[config.mk]
export PLATFORM = sky130hd
export DESIGN_NAME = cabac_decoder
export DESIGN_NICKNAME = d
export VERILOG_FILES = /design/src/rtl/cabac_pkg.sv /design/src/rtl/cabac_bypass_step.sv /design/src/rtl/cabac_decoder.sv
export SDC_FILE = /design/constraint.sdc
export NUM_CORES = 1
export LEC_CHECK = 0
export CAP_MARGIN = 5
export CORE_MARGIN = 5
export CORE_UTILIZATION = 30
export CTS_CLUSTER_SIZE = 24
export DETAILED_ROUTE_END_ITERATION = 10
export HOLD_SLACK_MARGIN = 0.05
export PLACE_DENSITY = 0.62
export SLEW_MARGIN = 20
export SYNTH_ARGS = -nofsm -noshare
export SYNTH_HDL_FRONTEND = slang
export SYNTH_HIERARCHICAL = 1
export SYNTH_SLANG_ARGS = --single-unit
[constraint.sdc]
create_clock -name clk -period 10.8 [get_ports clk]
set_input_delay 1.08 -clock clk [delete_from_list [all_inputs] [get_ports clk]]
set_output_delay 1.08 -clock clk [all_outputs]
set_load 0.02 [all_outputs]
[src/rtl/cabac_pkg.sv]
// Shared widths, reset constants and arithmetic helpers for the CABAC decoding core.
package cabac_pkg;

  localparam int unsigned RANGE_W = 9;
  localparam int unsigned VALUE_W = 16;
  localparam int unsigned EP_W    = 17;

  localparam logic [RANGE_W-1:0] RANGE_RESET = 9'd510;

  // LPS sub-range from the top range bits and the top probability bits.
  function automatic logic [RANGE_W-1:0] lps_range(logic [3:0] range_hi, logic [4:0] q_hi);
    logic [RANGE_W-1:0] prod;
    prod = {5'd0, range_hi} * {4'd0, q_hi};
    return (prod >> 1) + 9'd4;
  endfunction

  // Smallest shift bringing the LPS range back to at least 256; lps is always >= 4.
  function automatic logic [2:0] renorm_bits(logic [RANGE_W-1:0] lps);
    if (lps >= 9'd128)     return 3'd1;
    else if (lps >= 9'd64) return 3'd2;
    else if (lps >= 9'd32) return 3'd3;
    else if (lps >= 9'd16) return 3'd4;
    else if (lps >= 9'd8)  return 3'd5;
    else                   return 3'd6;
  endfunction

endpackage

[src/rtl/cabac_bypass_step.sv]
// One bypass-bin stage: shift the offset left, compare against the scaled range, subtract on hit.
module cabac_bypass_step
  import cabac_pkg::*;
(
  input  logic [VALUE_W-1:0] value,
  input  logic [VALUE_W-1:0] scaled,
  output logic               bin,
  output logic [EP_W-1:0]    value_next
);

  logic [EP_W-1:0] t;

  assign t          = {value, 1'b0};
  assign bin        = (t >= {1'b0, scaled});
  assign value_next = bin ? (t - {1'b0, scaled}) : t;

endmodule

[src/rtl/cabac_decoder.sv]
// CABAC binary arithmetic decoding core: one regular bin or up to BIN_WIDTH bypass bins per cycle.
// Macro DECODER_MULTI_BYPASS_EN enables multi-bin bypass; otherwise one bypass bin per cycle.
module cabac_decoder
  import cabac_pkg::*;
#(
  parameter int unsigned BIN_WIDTH = 3
) (
  input  logic                 clk,
  input  logic                 reset,
  input  logic                 bypass,
  input  logic [1:0]           n_bin,
  input  logic [7:0]           pState_in,
  input  logic [VALUE_W-1:0]   m_value_binRE_in,
  input  logic [EP_W-1:0]      m_value_binEP0_in,
  input  logic [EP_W-1:0]      m_value_binEP1_in,
  input  logic [EP_W-1:0]      m_value_binEP2_in,
  output logic [BIN_WIDTH-1:0] bin,
  output logic [2:0]           numBits,
  output logic [VALUE_W-1:0]   m_value_binRE_out,
  output logic [EP_W-1:0]      m_value_binEP0_out,
  output logic [EP_W-1:0]      m_value_binEP1_out,
  output logic [EP_W-1:0]      m_value_binEP2_out
);

`ifdef DECODER_MULTI_BYPASS_EN
  localparam int unsigned NumSteps = BIN_WIDTH;
`else
  localparam int unsigned NumSteps = 1;
`endif

  logic [RANGE_W-1:0] range_q, range_d;
  logic [VALUE_W-1:0] value_q, value_d;

  // Regular path
  logic               mps, is_lps;
  logic [6:0]         q;
  logic [RANGE_W-1:0] lps, rmps, range_re;
  logic [VALUE_W-1:0] scaled_re;

  assign mps       = pState_in[7];
  assign q         = mps ? ~pState_in[6:0] : pState_in[6:0];
  assign lps       = lps_range(range_q[8:5], q[6:2]);
  assign rmps      = range_q - lps;
  assign scaled_re = {rmps, 7'd0};
  assign is_lps    = (value_q >= scaled_re);

  always_comb begin
    numBits           = 3'd0;
    m_value_binRE_out = '0;
    range_re          = '0;
    if (is_lps) begin
      numBits           = renorm_bits(lps);
      m_value_binRE_out = (value_q - scaled_re) << numBits;
      range_re          = lps << numBits;
    end else begin
      numBits           = {2'b00, rmps < 9'd256};
      m_value_binRE_out = value_q << numBits;
      range_re          = rmps << numBits;
    end
  end

  // Bypass chain; stages beyond NumSteps are tied off
  logic [VALUE_W-1:0]  scaled_ep;
  logic [2:0][EP_W-1:0] ep;
  logic [2:0]          ep_bin;
  logic [1:0]          nb_eff;

  assign scaled_ep = {range_q, 7'd0};

  for (genvar k = 0; k < 3; k++) begin : g_step
    if (k < NumSteps) begin : g_on
      logic [VALUE_W-1:0] v_src;
      if (k == 0) begin : g_first
        assign v_src = value_q;
      end else begin : g_chain
        assign v_src = ep[k-1][VALUE_W-1:0];
      end
      cabac_bypass_step u_step (
        .value      (v_src),
        .scaled     (scaled_ep),
        .bin        (ep_bin[k]),
        .value_next (ep[k])
      );
    end else begin : g_off
      assign ep[k]     = '0;
      assign ep_bin[k] = 1'b0;
    end
  end

  assign m_value_binEP0_out = ep[0];
  assign m_value_binEP1_out = ep[1];
  assign m_value_binEP2_out = ep[2];

`ifdef DECODER_MULTI_BYPASS_EN
  assign nb_eff = (n_bin > 2'(BIN_WIDTH - 1)) ? 2'(BIN_WIDTH - 1) : n_bin;
  logic unused_bits;
  assign unused_bits = ^{q[1:0], m_value_binEP0_in[16], m_value_binEP1_in[16],
                         m_value_binEP2_in[16]};
`else
  assign nb_eff = 2'd0;
  logic unused_bits;
  assign unused_bits = ^{q[1:0], n_bin, m_value_binEP0_in[16], m_value_binEP1_in,
                         m_value_binEP2_in};
`endif

  always_comb begin
    bin = '0;
    if (bypass) begin
      for (int k = 0; k < BIN_WIDTH; k++) begin
        bin[k] = ep_bin[k] & (2'(k) <= nb_eff);
      end
    end else begin
      bin[0] = is_lps ? ~mps : mps;
    end
  end

  always_comb begin
    range_d = range_q;
    value_d = value_q;
    if (!bypass) begin
      range_d = range_re;
      value_d = m_value_binRE_in;
    end else begin
`ifdef DECODER_MULTI_BYPASS_EN
      case (nb_eff)
        2'd0:    value_d = m_value_binEP0_in[VALUE_W-1:0];
        2'd1:    value_d = m_value_binEP1_in[VALUE_W-1:0];
        default: value_d = m_value_binEP2_in[VALUE_W-1:0];
      endcase
`else
      value_d = m_value_binEP0_in[VALUE_W-1:0];
`endif
    end
  end

  always_ff @(posedge clk or posedge reset) begin
    if (reset) begin
      range_q <= RANGE_RESET;
      value_q <= '0;
    end else begin
      range_q <= range_d;
      value_q <= value_d;
    end
  end

endmodule

# Word level (Yosys, flattened, before mapping)
# Index checks and enable logic that the tools add are counted.
# Widths: inputs -> output; s select.
[word_totals]
register_bits = 25
out_inout_bits = 73
elab_cells = 35
[op_classes]
n_addsub = 4
n_mul = 1
order_cmp = 8
shifts = 4
mux = 14
bitwise = 2
[ops]
columns = ["operator", "n"]
rows = [
  ["$mux 16", 2],
  ["$ge 17x16->1", 1],
  ["$mux 17", 1],
  ["$sub 17x16->17", 1],
  ["$ge 16x16->1", 1],
  ["$shl 16x1->16", 1],
  ["$shl 16x3->16", 1],
  ["$sub 16x16->16", 1],
  ["$mux 3", 5],
  ["$add 8x3->9 const B", 1],
  ["$ge 9x4->1 const B", 1],
  ["$ge 9x5->1 const B", 1],
  ["$ge 9x6->1 const B", 1],
  ["$ge 9x7->1 const B", 1],
  ["$ge 9x8->1 const B", 1],
  ["$lt 9x9->1 const B", 1],
  ["$mul 4x5->9", 1],
  ["$mux 9", 1],
  ["$shl 9x1->9", 1],
  ["$shl 9x3->9", 1],
  ["$sub 9x9->9", 1],
  ["$mux 7", 1],
  ["$not 7->7", 1],
  ["$mux 2", 2],
  ["other kinds (2)", 3],
]

# Depth between registers and ports, before layout
[depth]
word_depth = 13
ltp_mapped = 32

# Modules after synthesis
# The synthesis kept the hierarchy.
[by_module_without_submodules]
columns = ["module", "instances", "cells_per_inst", "area_per_inst_um2", "seq_area_each_um2"]
rows = [
  ["cabac_decoder", 1, 521, 4484.3, 635.6],
  ["cabac_bypass_step", 1, 159, 1234.9, 0.0],
]

# Worst setup path before layout
# OpenSTA, ideal clock, no wires.
[synth_path]
path_type = "input to output"
start = "input port pState_in[7]"
end = "output port m_value_binRE_out[5]"
t_arrival_ps = 7760
path_slack_ps = 1960
stages = 32
path_buffers = 5
path_cell_list = "clkbuf_1 > xor2_1 > nand2_1 > fa_1 > inv_1 > fa_1 > inv_1 > fa_1 > clkbuf_1 > inv_1 > ha_1 > buf_2 > inv_1 > xnor3_1 > ha_1 > o21ai_0 > a31oi_1 > o21a_1 > nor2_1 > xnor2_1 > inv_1 > ha_1 > nand4b_1 > nor2_1 > a221o_1 > a31o_2 > nor2_1 > a31o_1 > buf_2 > buf_2 > a221oi_1 > a21oi_1"
[synth_between]
elab_chain_cells = 12
word_cells_on_any_way = 21
classes_between = "add/sub: 3; mul: 1; order compare: 7; shift: 2; mux: 8"
[synth_lines]
columns = ["item", "line", "source"]
rows = [
  ["from (decl)", "cabac_decoder.sv:12", "input logic [7:0] pState_in,"],
  ["$mux 7 *", "cabac_decoder.sv:41", "assign q = mps ? ~pState_in[6:0] : pState_in[6:0];"],
  ["$mul 4x5->9 *", "cabac_pkg.sv:13", "prod = {5'd0, range_hi} * {4'd0, q_hi};"],
  ["$add 8x3->9 *", "cabac_pkg.sv:14", "return (prod >> 1) + 9'd4;"],
  ["branches (longest 8 deep; another with $sub 16x16->16)", "--", ""],
  ["$mux 16 *", "cabac_decoder.sv:51", "if (is_lps) begin"],
  ["to (decl)", "cabac_decoder.sv:19", "output logic [VALUE_W-1:0] m_value_binRE_out,"],
]
# Mark *: on every way between the ends. The select of a mux whose other input is x is not followed.

# Worst setup path in the final report
[layout_path]
start = "input port pState_in[7]"
end = "output port m_value_binRE_out[10]"
# The elaborated chain is that of the path after synthesis.

==> impl_metrics.py <==
metrics = {
    "floorplanning": {
        "dieArea_um2": 21900,
        "rows": 50,
        "dieHeight_um": 148,
        "start_util": 0.305,
        "die_w_um": 148,
        "io-pin-count": 153,
        "coreArea_um2": 18800,
    },
    "logic_synthesis": {
        "ys_seq_area_frac": 0.111,
        "synthFlopType": "dfrtp_1",
        "ys_top_cells_by_area": "ha_1 (10%), mux2i_1 (7.5%), dfrtp_1 (7.4%), mux2_2 (5.7%), buf_4 (4.9%)",
        "syn_inst": 680,
        "async_flop_share": 1.00,
        "synth_area_um2": 5720,
        "syn_area_per_cell_um2": 8.41,
        "synth_common_cells": "nand2_1 (50), inv_1 (49), ha_1 (47)",
        "yosysUniqueCellTypes": 110,
        "synth_edf_count": 0,
        "synth_seq_cells": 25,
        "yosys.area.top_type_share": 0.103,
        "yosys.cell_count.top_type": "nand2_1",
        "yosys_warnings": 6,
        "synth_area_leader_cell": "ha_1",
    },
    "clocking": {
        "cts_sinks": 25,
        "clk_pin_slew_ns": 0.06,
        "root_buffer": "clkbuf_16",
        "cts_setup_buffers": 0,
        "clk_latency_ns": 0.26,
        "cts_resized": 0,
        "htree_levels": 1,
        "holdBufCountCts": 0,
        "cts_tree": "built",
        "clockBufferDepth": 2,
        "cts_buffers": 3,
    },
    "drt": {
        "drtIter0Drc": 481,
        "detail-route-antenna-nets": 0,
        "drc_errors": 0,
        "vias": 5254,
        "wl_um": 16500,
        "wl_per_cell_um": 16.7,
        "drt_first_pass_iters": 5,
        "via_per_inst": 5.34,
    },
    "worst_setup_path": {
        "cpPeakStageDelay_ns": 0.68,
        "cpMostUsedCell": "inv_1",
        "required_ns": 9.72,
        "cp-start-kind": "primary input",
        "cp_slowest_cell": "clkdlybuf4s50_1",
        "cp-end-kind": "output port",
        "critPathKind": "in -> out",
        "cp_max_fo": 8,
        "r2r_cells": 30,
        "cp.arrival_ns": 8.96,
    },
    "layout": {
        "fill_cells": 1957,
        "drive_above_1_share": 0.132,
        "nNetsFinal": 886,
        "areaGrowthSynthToFinish_pct": 15.6,
        "antenna_cells": 0,
    },
    "place": {
        "gp_congestion": 0.841,
        "dp_hpwl_um": 13200,
        "portBuffers": 76,
    },
    "sta": {
        "max-slew-margin-rel": 0.391,
        "finClkSkew_ns": 0.00445,
        "setup_viol": 0,
        "fmax_mhz": 99.6,
        "period_share": 0.930,
        "period_needed_ns": 10.04,
        "rsz0062_at_grt": "false",
        "final.setup.tns_ns": 0,
        "final_hold_viol_count": 0,
        "drv_slew": 0,
        "tightestPinTransition_ns": 0.912,
    },
    "status": {
        "status": "finished, final reports clean",
    },
    "min_path": {
        "min_path_type": "reg -> reg",
        "holdPathStages": 2,
    },
    "global_routing": {
        "grt_pass1_wl_um": 26000,
        "antenna_found_initial": 2,
        "grt_max_degree": 35,
        "overflow": 0,
        "grt_pass1_vias": 4912,
        "grtUsageTotal": 0.143,
    },
    "flow_run": {
        "maxCapViolCount": 0,
    },
}
## per-layer routing
layer / global-route usage / up-vias / wire length (um) / part of all wire
met3: 0.0207 / 18 / 1390 / 0.084
met4: 0.0217 / 0 / 185 / 0.011
met1: 0.209 / 2451 / 7520 / 0.46
li1: - / 2553 / - / -
met5: 0 / - / 0 / 0
met2: 0.229 / 232 / 7370 / 0.45
## flip-flops by register name (all words and copies together), names as in the netlist
name / flops
g_step.g_on.v_src: 16
range_q: 9
## worst max-delay path: cells and delay by family
family | cells | cell delay (ns)
AOI/OAI and AO/OA | 8 | 1.40
buffers and inverters | 9 | 2.07
and+or+nand+nor | 6 | 0.70
xor gates and xnor gates | 4 | 1.17
adders and majority gates | 6 | 2.53
## final timing paths
| check | from | endpoint | slack, ns |
|---|---|---|---|
| hold / removal | range_q[3] | range_q[3] | 0.49 |
| min in group asynchronous | reset | g_step[0].g_on.v_src[3] | 1.32 |
| hold reg to reg | range_q[3] | range_q[3] | 0.49 |
| max in group asynchronous | reset | g_step[0].g_on.v_src[15] | 8.92 |
| setup / recovery | pState_in[7] | m_value_binRE_out[10] | 0.76 |
| setup reg to reg | range_q[8] | range_q[6] | 3.76 |
## stage by stage
step,area [um^2],cells,hold WS [ns],worst slack [ns],utilization
global placement,6530,979,0.480,0.766,0.348
finish,6610,983,0.486,0.756,0.352
global route,6610,983,0.518,0.0584,0.352
detailed placement,6530,979,0.480,0.794,0.348
CTS,6610,983,0.490,0.764,0.352
floorplan,5890,726,0.456,1.96,-
## area by class of cell
cell class | instances | area, um^2 | area share
Clock inverter | 1 | 5.00 | 0.000757
Sequential cell | 25 | 636 | 0.0961
Multi-Input combinational cell | 586 | 4600 | 0.695
Inverter | 50 | 188 | 0.0284
Clock buffer | 3 | 75.1 | 0.0114
Timing Repair Buffer | 84 | 821 | 0.124
Tap cell | 234 | 293 | 0.0443
## layout by cell type (no fill, tap or decap), types with 5 or more instances in the layout
master            n
ha_1             47
mux2_2           29
a211oi_1          7
nand2b_1          5
fa_1              9
o211ai_1         11
a221oi_1          5
o22ai_1           5
nand3_1          12
a21o_1            6
nand4_1           8
mux2i_1          43
clkdlybuf4s50_1  76
nor3_1           11
conb_1           47
dfstp_2           8
xnor2_1          19
a21oi_1          37
xor2_1           12
mux2_4            7
nor2b_1           8
dfrtp_1          17
o21a_1            7
a31oi_1           8
buf_4             8
and3_1            5
nor2_1           39
o21ai_1           8
inv_1            49
a22oi_1           5
and2_1           14
o21ai_0          20
nand2_1          50
## kinds of logic after synthesis
logic type / after synthesis / synth area share
multiplexers: 83 / 0.159
XOR/XNOR: 33 / 0.0562
buffers and inverters: 115 / 0.115
flip-flops: 25 / 0.111
AO/OA/AOI/OAI: 179 / 0.240
adder cells (fa/ha/maj): 56 / 0.134
other: 1 / 0.000656
AND/OR/NAND/NOR: 188 / 0.183
Power is not shown: default switching activity piles up to over one toggle a cycle in this logic, so the estimate is an artifact.
